## src/rtl/mem_arb_pkg.sv

```systemverilog
// Shared types and default widths for the memory port arbiter.
package mem_arb_pkg;

    localparam int ADDR_W_DEF   = 8;
    localparam int DATA_W_DEF   = 8;
    localparam int MAX_WAIT_DEF = 4;

    // Wide enough for any MAX_WAIT in 1..15.
    localparam int WAIT_W = 4;

    // Cycles from accept to read data: one to register the command, one for the memory.
    localparam int RD_LAT = 2;

    typedef enum logic {
        ST_OPEN        = 1'b0,
        ST_HOST_LOCKED = 1'b1
    } state_t;

    typedef enum logic {
        OWN_CPU  = 1'b0,
        OWN_HOST = 1'b1
    } owner_t;

    typedef struct packed {
        logic   valid;
        owner_t owner;
    } rd_tag_t;

endpackage

```

## src/rtl/mem_arb_rd_tracker.sv

```systemverilog
// Tracks in-flight reads so returning memory data reaches the requester that issued it.
module mem_arb_rd_tracker
    import mem_arb_pkg::*;
#(
    parameter int DATA_W = DATA_W_DEF
) (
    input  logic              clk,
    input  logic              reset,
    input  logic              issue_rd,
    input  owner_t            issue_owner,
    input  logic [DATA_W-1:0] mem_rdata,
    output logic              cpu_rvalid,
    output logic [DATA_W-1:0] cpu_rdata,
    output logic              host_rvalid,
    output logic [DATA_W-1:0] host_rdata
);

    localparam int N_OWN = 2;

    rd_tag_t [RD_LAT-1:0] tag_reg;
    rd_tag_t              new_tag;
    logic                 rvalid [N_OWN];
    logic [DATA_W-1:0]    rdata  [N_OWN];

    // Build the tag for the command being accepted this cycle.
    always_comb begin
        new_tag.valid = issue_rd;
        new_tag.owner = issue_owner;
    end

    // Shift tags in lock-step with the memory pipeline; reset drops anything in flight.
    always_ff @(posedge clk or negedge reset) begin
        if (!reset) begin
            tag_reg <= '0;
        end else begin
            tag_reg <= {tag_reg[RD_LAT-2:0], new_tag};
        end
    end

    // One return lane per owner: pass live data through, otherwise hold the last delivered word.
    generate
        for (genvar gi = 0; gi < N_OWN; gi++) begin : g_own
            logic [DATA_W-1:0] hold_reg;

            assign rvalid[gi] = tag_reg[RD_LAT-1].valid &&
                                (tag_reg[RD_LAT-1].owner == owner_t'(1'(gi)));

            // Capture delivered data so a non-owner's bus keeps its previous value.
            always_ff @(posedge clk or negedge reset) begin
                if (!reset) begin
                    hold_reg <= '0;
                end else if (rvalid[gi]) begin
                    hold_reg <= mem_rdata;
                end
            end

            assign rdata[gi] = rvalid[gi] ? mem_rdata : hold_reg;
        end
    endgenerate

    assign cpu_rvalid  = rvalid[OWN_CPU];
    assign cpu_rdata   = rdata[OWN_CPU];
    assign host_rvalid = rvalid[OWN_HOST];
    assign host_rdata  = rdata[OWN_HOST];

endmodule

```

## src/rtl/mem_port_arbiter.sv

```systemverilog
// Arbitrates the single memory port between the CPU control unit and the host loader/debug port.
module mem_port_arbiter
    import mem_arb_pkg::*;
#(
    parameter int ADDR_W   = ADDR_W_DEF,
    parameter int DATA_W   = DATA_W_DEF,
    parameter int MAX_WAIT = MAX_WAIT_DEF
) (
    input  logic              clk,
    input  logic              reset,
    input  logic              cpu_req,
    input  logic              cpu_we,
    input  logic [ADDR_W-1:0] cpu_addr,
    input  logic [DATA_W-1:0] cpu_wdata,
    output logic              cpu_gnt,
    output logic              cpu_stall,
    output logic              cpu_rvalid,
    output logic [DATA_W-1:0] cpu_rdata,
    input  logic              host_req,
    input  logic              host_we,
    input  logic [ADDR_W-1:0] host_addr,
    input  logic [DATA_W-1:0] host_wdata,
    input  logic              host_lock,
    output logic              host_gnt,
    output logic              host_rvalid,
    output logic [DATA_W-1:0] host_rdata,
    output logic              mem_en,
    output logic              mem_we,
    output logic [ADDR_W-1:0] mem_addr,
    output logic [DATA_W-1:0] mem_wdata,
    input  logic [DATA_W-1:0] mem_rdata
);

    state_t            state_reg, state_next;
    logic [WAIT_W-1:0] wait_cnt_reg, wait_cnt_next;
    logic              force_host;
    logic              issue_rd;
    owner_t            issue_owner;

    // State and host starvation counter.
    always_ff @(posedge clk or negedge reset) begin
        if (!reset) begin
            state_reg    <= ST_OPEN;
            wait_cnt_reg <= '0;
        end else begin
            state_reg    <= state_next;
            wait_cnt_reg <= wait_cnt_next;
        end
    end

    // Grant decision, lock tracking and starvation counting for the current cycle.
    always_comb begin
        cpu_gnt       = 1'b0;
        host_gnt      = 1'b0;
        state_next    = ST_OPEN;
        wait_cnt_next = wait_cnt_reg;
        force_host    = host_req && (wait_cnt_reg == WAIT_W'(MAX_WAIT));

        // A locked host keeps the port only while it holds host_lock; dropping it
        // reopens arbitration in that same cycle.
        if (state_reg == ST_HOST_LOCKED && host_lock) begin
            host_gnt = host_req;
        end else begin
            cpu_gnt  = cpu_req && !force_host;
            host_gnt = host_req && !cpu_gnt;
        end

        if (host_lock && (host_gnt || state_reg == ST_HOST_LOCKED)) begin
            state_next = ST_HOST_LOCKED;
        end

        if (!host_req || host_gnt) begin
            wait_cnt_next = '0;
        end else if (wait_cnt_reg != WAIT_W'(MAX_WAIT)) begin
            wait_cnt_next = wait_cnt_reg + WAIT_W'(1);
        end
    end

    assign cpu_stall   = cpu_req && !cpu_gnt;
    assign issue_rd    = (cpu_gnt && !cpu_we) || (host_gnt && !host_we);
    assign issue_owner = host_gnt ? OWN_HOST : OWN_CPU;

    // Register the winning command onto the memory interface; address/data hold when idle.
    always_ff @(posedge clk or negedge reset) begin
        if (!reset) begin
            mem_en    <= 1'b0;
            mem_we    <= 1'b0;
            mem_addr  <= '0;
            mem_wdata <= '0;
        end else if (host_gnt) begin
            mem_en    <= 1'b1;
            mem_we    <= host_we;
            mem_addr  <= host_addr;
            mem_wdata <= host_wdata;
        end else if (cpu_gnt) begin
            mem_en    <= 1'b1;
            mem_we    <= cpu_we;
            mem_addr  <= cpu_addr;
            mem_wdata <= cpu_wdata;
        end else begin
            mem_en    <= 1'b0;
            mem_we    <= 1'b0;
        end
    end

    mem_arb_rd_tracker #(
        .DATA_W (DATA_W)
    ) u_rd_tracker (
        .clk         (clk),
        .reset       (reset),
        .issue_rd    (issue_rd),
        .issue_owner (issue_owner),
        .mem_rdata   (mem_rdata),
        .cpu_rvalid  (cpu_rvalid),
        .cpu_rdata   (cpu_rdata),
        .host_rvalid (host_rvalid),
        .host_rdata  (host_rdata)
    );

endmodule

```

## config.mk

```make
export PLATFORM = sky130hd
export DESIGN_NAME = mem_port_arbiter
export DESIGN_NICKNAME = d
export VERILOG_FILES = /design/src/rtl/mem_arb_pkg.sv /design/src/rtl/mem_arb_rd_tracker.sv /design/src/rtl/mem_port_arbiter.sv
export SDC_FILE = /design/constraint.sdc
export NUM_CORES = 1
export LEC_CHECK = 0
export ABC_AREA = 1
export CAP_MARGIN = 20
export CORE_ASPECT_RATIO = 0.9
export CORE_UTILIZATION = 37
export DETAILED_ROUTE_END_ITERATION = 7
export PLACE_DENSITY = 0.76
export RECOVER_POWER = 50
export SYNTH_ARGS = -nofsm -noshare
export SYNTH_HDL_FRONTEND = slang
export SYNTH_SLANG_ARGS = --single-unit
```

## constraint.sdc

```tcl
create_clock -name clk -period 1.25 [get_ports clk]
set_input_delay 0.125 -clock clk [delete_from_list [all_inputs] [get_ports clk]]
set_output_delay 0.125 -clock clk [all_outputs]
set_load 0.02 [all_outputs]
```

==> flow_summary.json <==
{
  "num_vias": 1980,
  "postSynth.asyncResetShare": 1.00,
  "seq_area_um2": 1080,
  "cts_sinks": 43,
  "period_needed_ps": 1690,
  "synth.top_cell.area_share": 0.582,
  "cts_made_buffers": 5,
  "hold_violations": 0,
  "gp_congestion": 0.770,
  "drtPass1Iterations": 4,
  "antenna_found_initial": 0,
  "crit_chain": "nor2_4, clkinvlp_4, buf_6, buf_6, o21ai_4, buf_6",
  "crit_top_cell": "buf_6",
  "finClkSkew_ps": 12.9,
  "clk_pin_slew_ps": 90,
  "syn_nets": 246,
  "core_um2": 4830,
  "dp_slack_ps": -613,
  "tns_ps": -11400,
  "io_buffers": 85,
  "grt_overflow": 0,
  "die_h_um": 69.1,
  "start_kind": "flip-flop",
  "netlist_area_um2": 1850,
  "max-vdd-ir-drop_mv": 0.790,
  "nFillCells": 271,
  "viasPerCell": 4.91,
  "clock_latency_ps": 300,
  "diodes": 0,
  "dp_hpwl_um": 3420,
  "fin_ws_ps": -440,
  "grt_usage": 0.234,
  "ys_top_cells_by_area": "dfrtp_1, nand3_1, nand2_1",
  "drv_cap": 0,
  "yosysSeqAreaShare": 0.582,
  "syn_avg_cell_area_um2": 9.39,
  "design_area_um2": 4060,
  "cp_max_fo": 4,
  "yosys_warnings": 0,
  "max_freq_ghz": 0.592,
  "synth_common_cells": "nand3_1, dfrtp_1, nand2_1",
  "placed_cell_area_um2": 3030,
  "finalPower_mw": 4.88,
  "dp_cells": 365,
  "grt_pass1_wl_um": 9610,
  "initial_core_util": 0.383,
  "rows": 24,
  "cts_tree": "yes",
  "relSlewSlack": 0.393,
  "crit_arrival_ps": 1560,
  "grt_max_degree": 30,
  "drive_above_1_share": 0.518,
  "drv_slew": 0,
  "yosys_register_bits": 43,
  "dieArea_um2": 5290,
  "outcome": "complete, but fails checks",
  "tightest_slew_ps": 911,
  "syn_inst": 197,
  "grt_pass1_vias": 2029,
  "cts_max_level": 2,
  "postRouteAntennaNets": 0,
  "synth_edf_count": 0,
  "clockRootBuffer": "clkbuf_8",
  "powerDensity_nw_per_um2": 1200,
  "synthFlopType": "dfrtp_1",
  "yosys.area.top_type": "dfrtp_1",
  "cp-end-kind": "primary output",
  "drt-initial-drc-count": 86,
  "drc": 0,
  "largest_reg_flops": 16,
  "io_pins": 86,
  "holdPathStages": 0,
  "multi_input_area_um2": 1170,
  "die_w_um": 76.5,
  "leakagePower_nw": 1.92,
  "grt_setup_unrepaired": "yes",
  "wl_per_cell_um": 16.7,
  "cp_slowest_cell": "dfrtp_1",
  "nNetsFinal": 386,
  "area.growth.synth_to_final_pct": 119,
  "hold_class": "reg2reg",
  "cts_buffer_depth": 2,
  "crit_type": "reg2out",
  "drt-total-wl_um": 6710,
  "crit_required_ps": 1120,
  "netlist-cell-type-count": 20,
  "r2r_cells": 11,
  "final_cells": 403,
  "synth.most_common_cell": "nand3_1",
  "violations": "setup timing",
  "max_stage_delay_ps": 420,
  "finalSetupViolCount": 49,
  "min_period_over_period": 1.35
}
-- placed cells by master (no fill, tap or decap), types with 8 or more instances in the layout --
| cell type | count |
|---|---|
| dlygate4sd2_1 | 18 |
| nand2_4 | 8 |
| dfrtp_1 | 43 |
| inv_1 | 16 |
| o21ai_4 | 8 |
| nand2_1 | 12 |
| o21ai_2 | 9 |
| nand3_4 | 13 |
| buf_4 | 30 |
| nand3_1 | 17 |
| buf_6 | 35 |
| nand3_2 | 35 |
| clkdlybuf4s50_1 | 45 |
-- metal layers --
metal | part of all wire | track usage | routed length (um) | up-vias
met1 | 0.43 | 0.297 | 2890 | 968
met2 | 0.52 | 0.397 | 3460 | 69
met5 | 0 | 0 | 0 | -
met4 | 0.010 | 0.0791 | 69 | 0
met3 | 0.043 | 0.0490 | 288 | 7
li1 | - | - | - | 936
-- kinds of logic after synthesis --
| family | Yosys count | synth area share |
|---|---|---|
| compound gates | 20 | 0.0616 |
| xor+xnor | 2 | 0.00947 |
| fa+ha+maj | 2 | 0.0135 |
| buf+inv | 33 | 0.0805 |
| flops | 43 | 0.582 |
| simple gates | 97 | 0.253 |
-- path summary, 6_finish.rpt --
| path | start | to | slack, ps |
|---|---|---|---|
| min | u_rd_tracker.tag_reg[1] | u_rd_tracker.tag_reg[3] | 350 |
| max reg2reg | wait_cnt_reg[0] | mem_addr[2] | -240 |
| max | u_rd_tracker.tag_reg[2] | cpu_rdata[5] | -440 |
| min reg2reg | u_rd_tracker.tag_reg[1] | u_rd_tracker.tag_reg[3] | 350 |
| min in group asynchronous | reset | mem_addr[7] | 480 |
| max in group asynchronous | reset | mem_wdata[0] | 110 |
-- critical path: cells and delay by family, from the launching register on --
kind                   cells  cell delay, ps
buffers and inverters      4             540
and+or+nand+nor            1             160
DFF                        1             420
AOI/OAI and AO/OA          1             140
-- cell type report --
class / count / share of cell area
clock buffers: 6 / 0.0179
clock inverters: 2 / 0.0148
inverters: 23 / 0.0240
multi-input cells: 121 / 0.289
flip-flops and latches: 43 / 0.265
well taps: 65 / 0.0200
repair buffers: 143 / 0.369
-- power by group --
group          switching (mW)  leakage (nW)  internal (mW)
logic                   0.896          1.32          0.982
clock network           0.495        0.0654          0.799
registers               0.124         0.531           1.58
total                    1.51          1.92           3.36
-- timing repair --
item	CTS	global route
setup buffers	18	9
endpoints found under the hold margin	14	0
gates resized for setup	226	59
endpoints found under the setup margin	63	51
gates cloned	4	1
pin swaps	17	18
hold buffers	1	0
-- through the flow --
stage | util | hold slack, ps
after floorplan | - | -171
after global placement | 0.627 | 58.6
after detailed placement | 0.627 | 63.2
after CTS | 0.764 | 280
after global routing | 0.840 | 362
final | 0.840 | 351
Note: power is estimated with default switching activity, not from simulation.
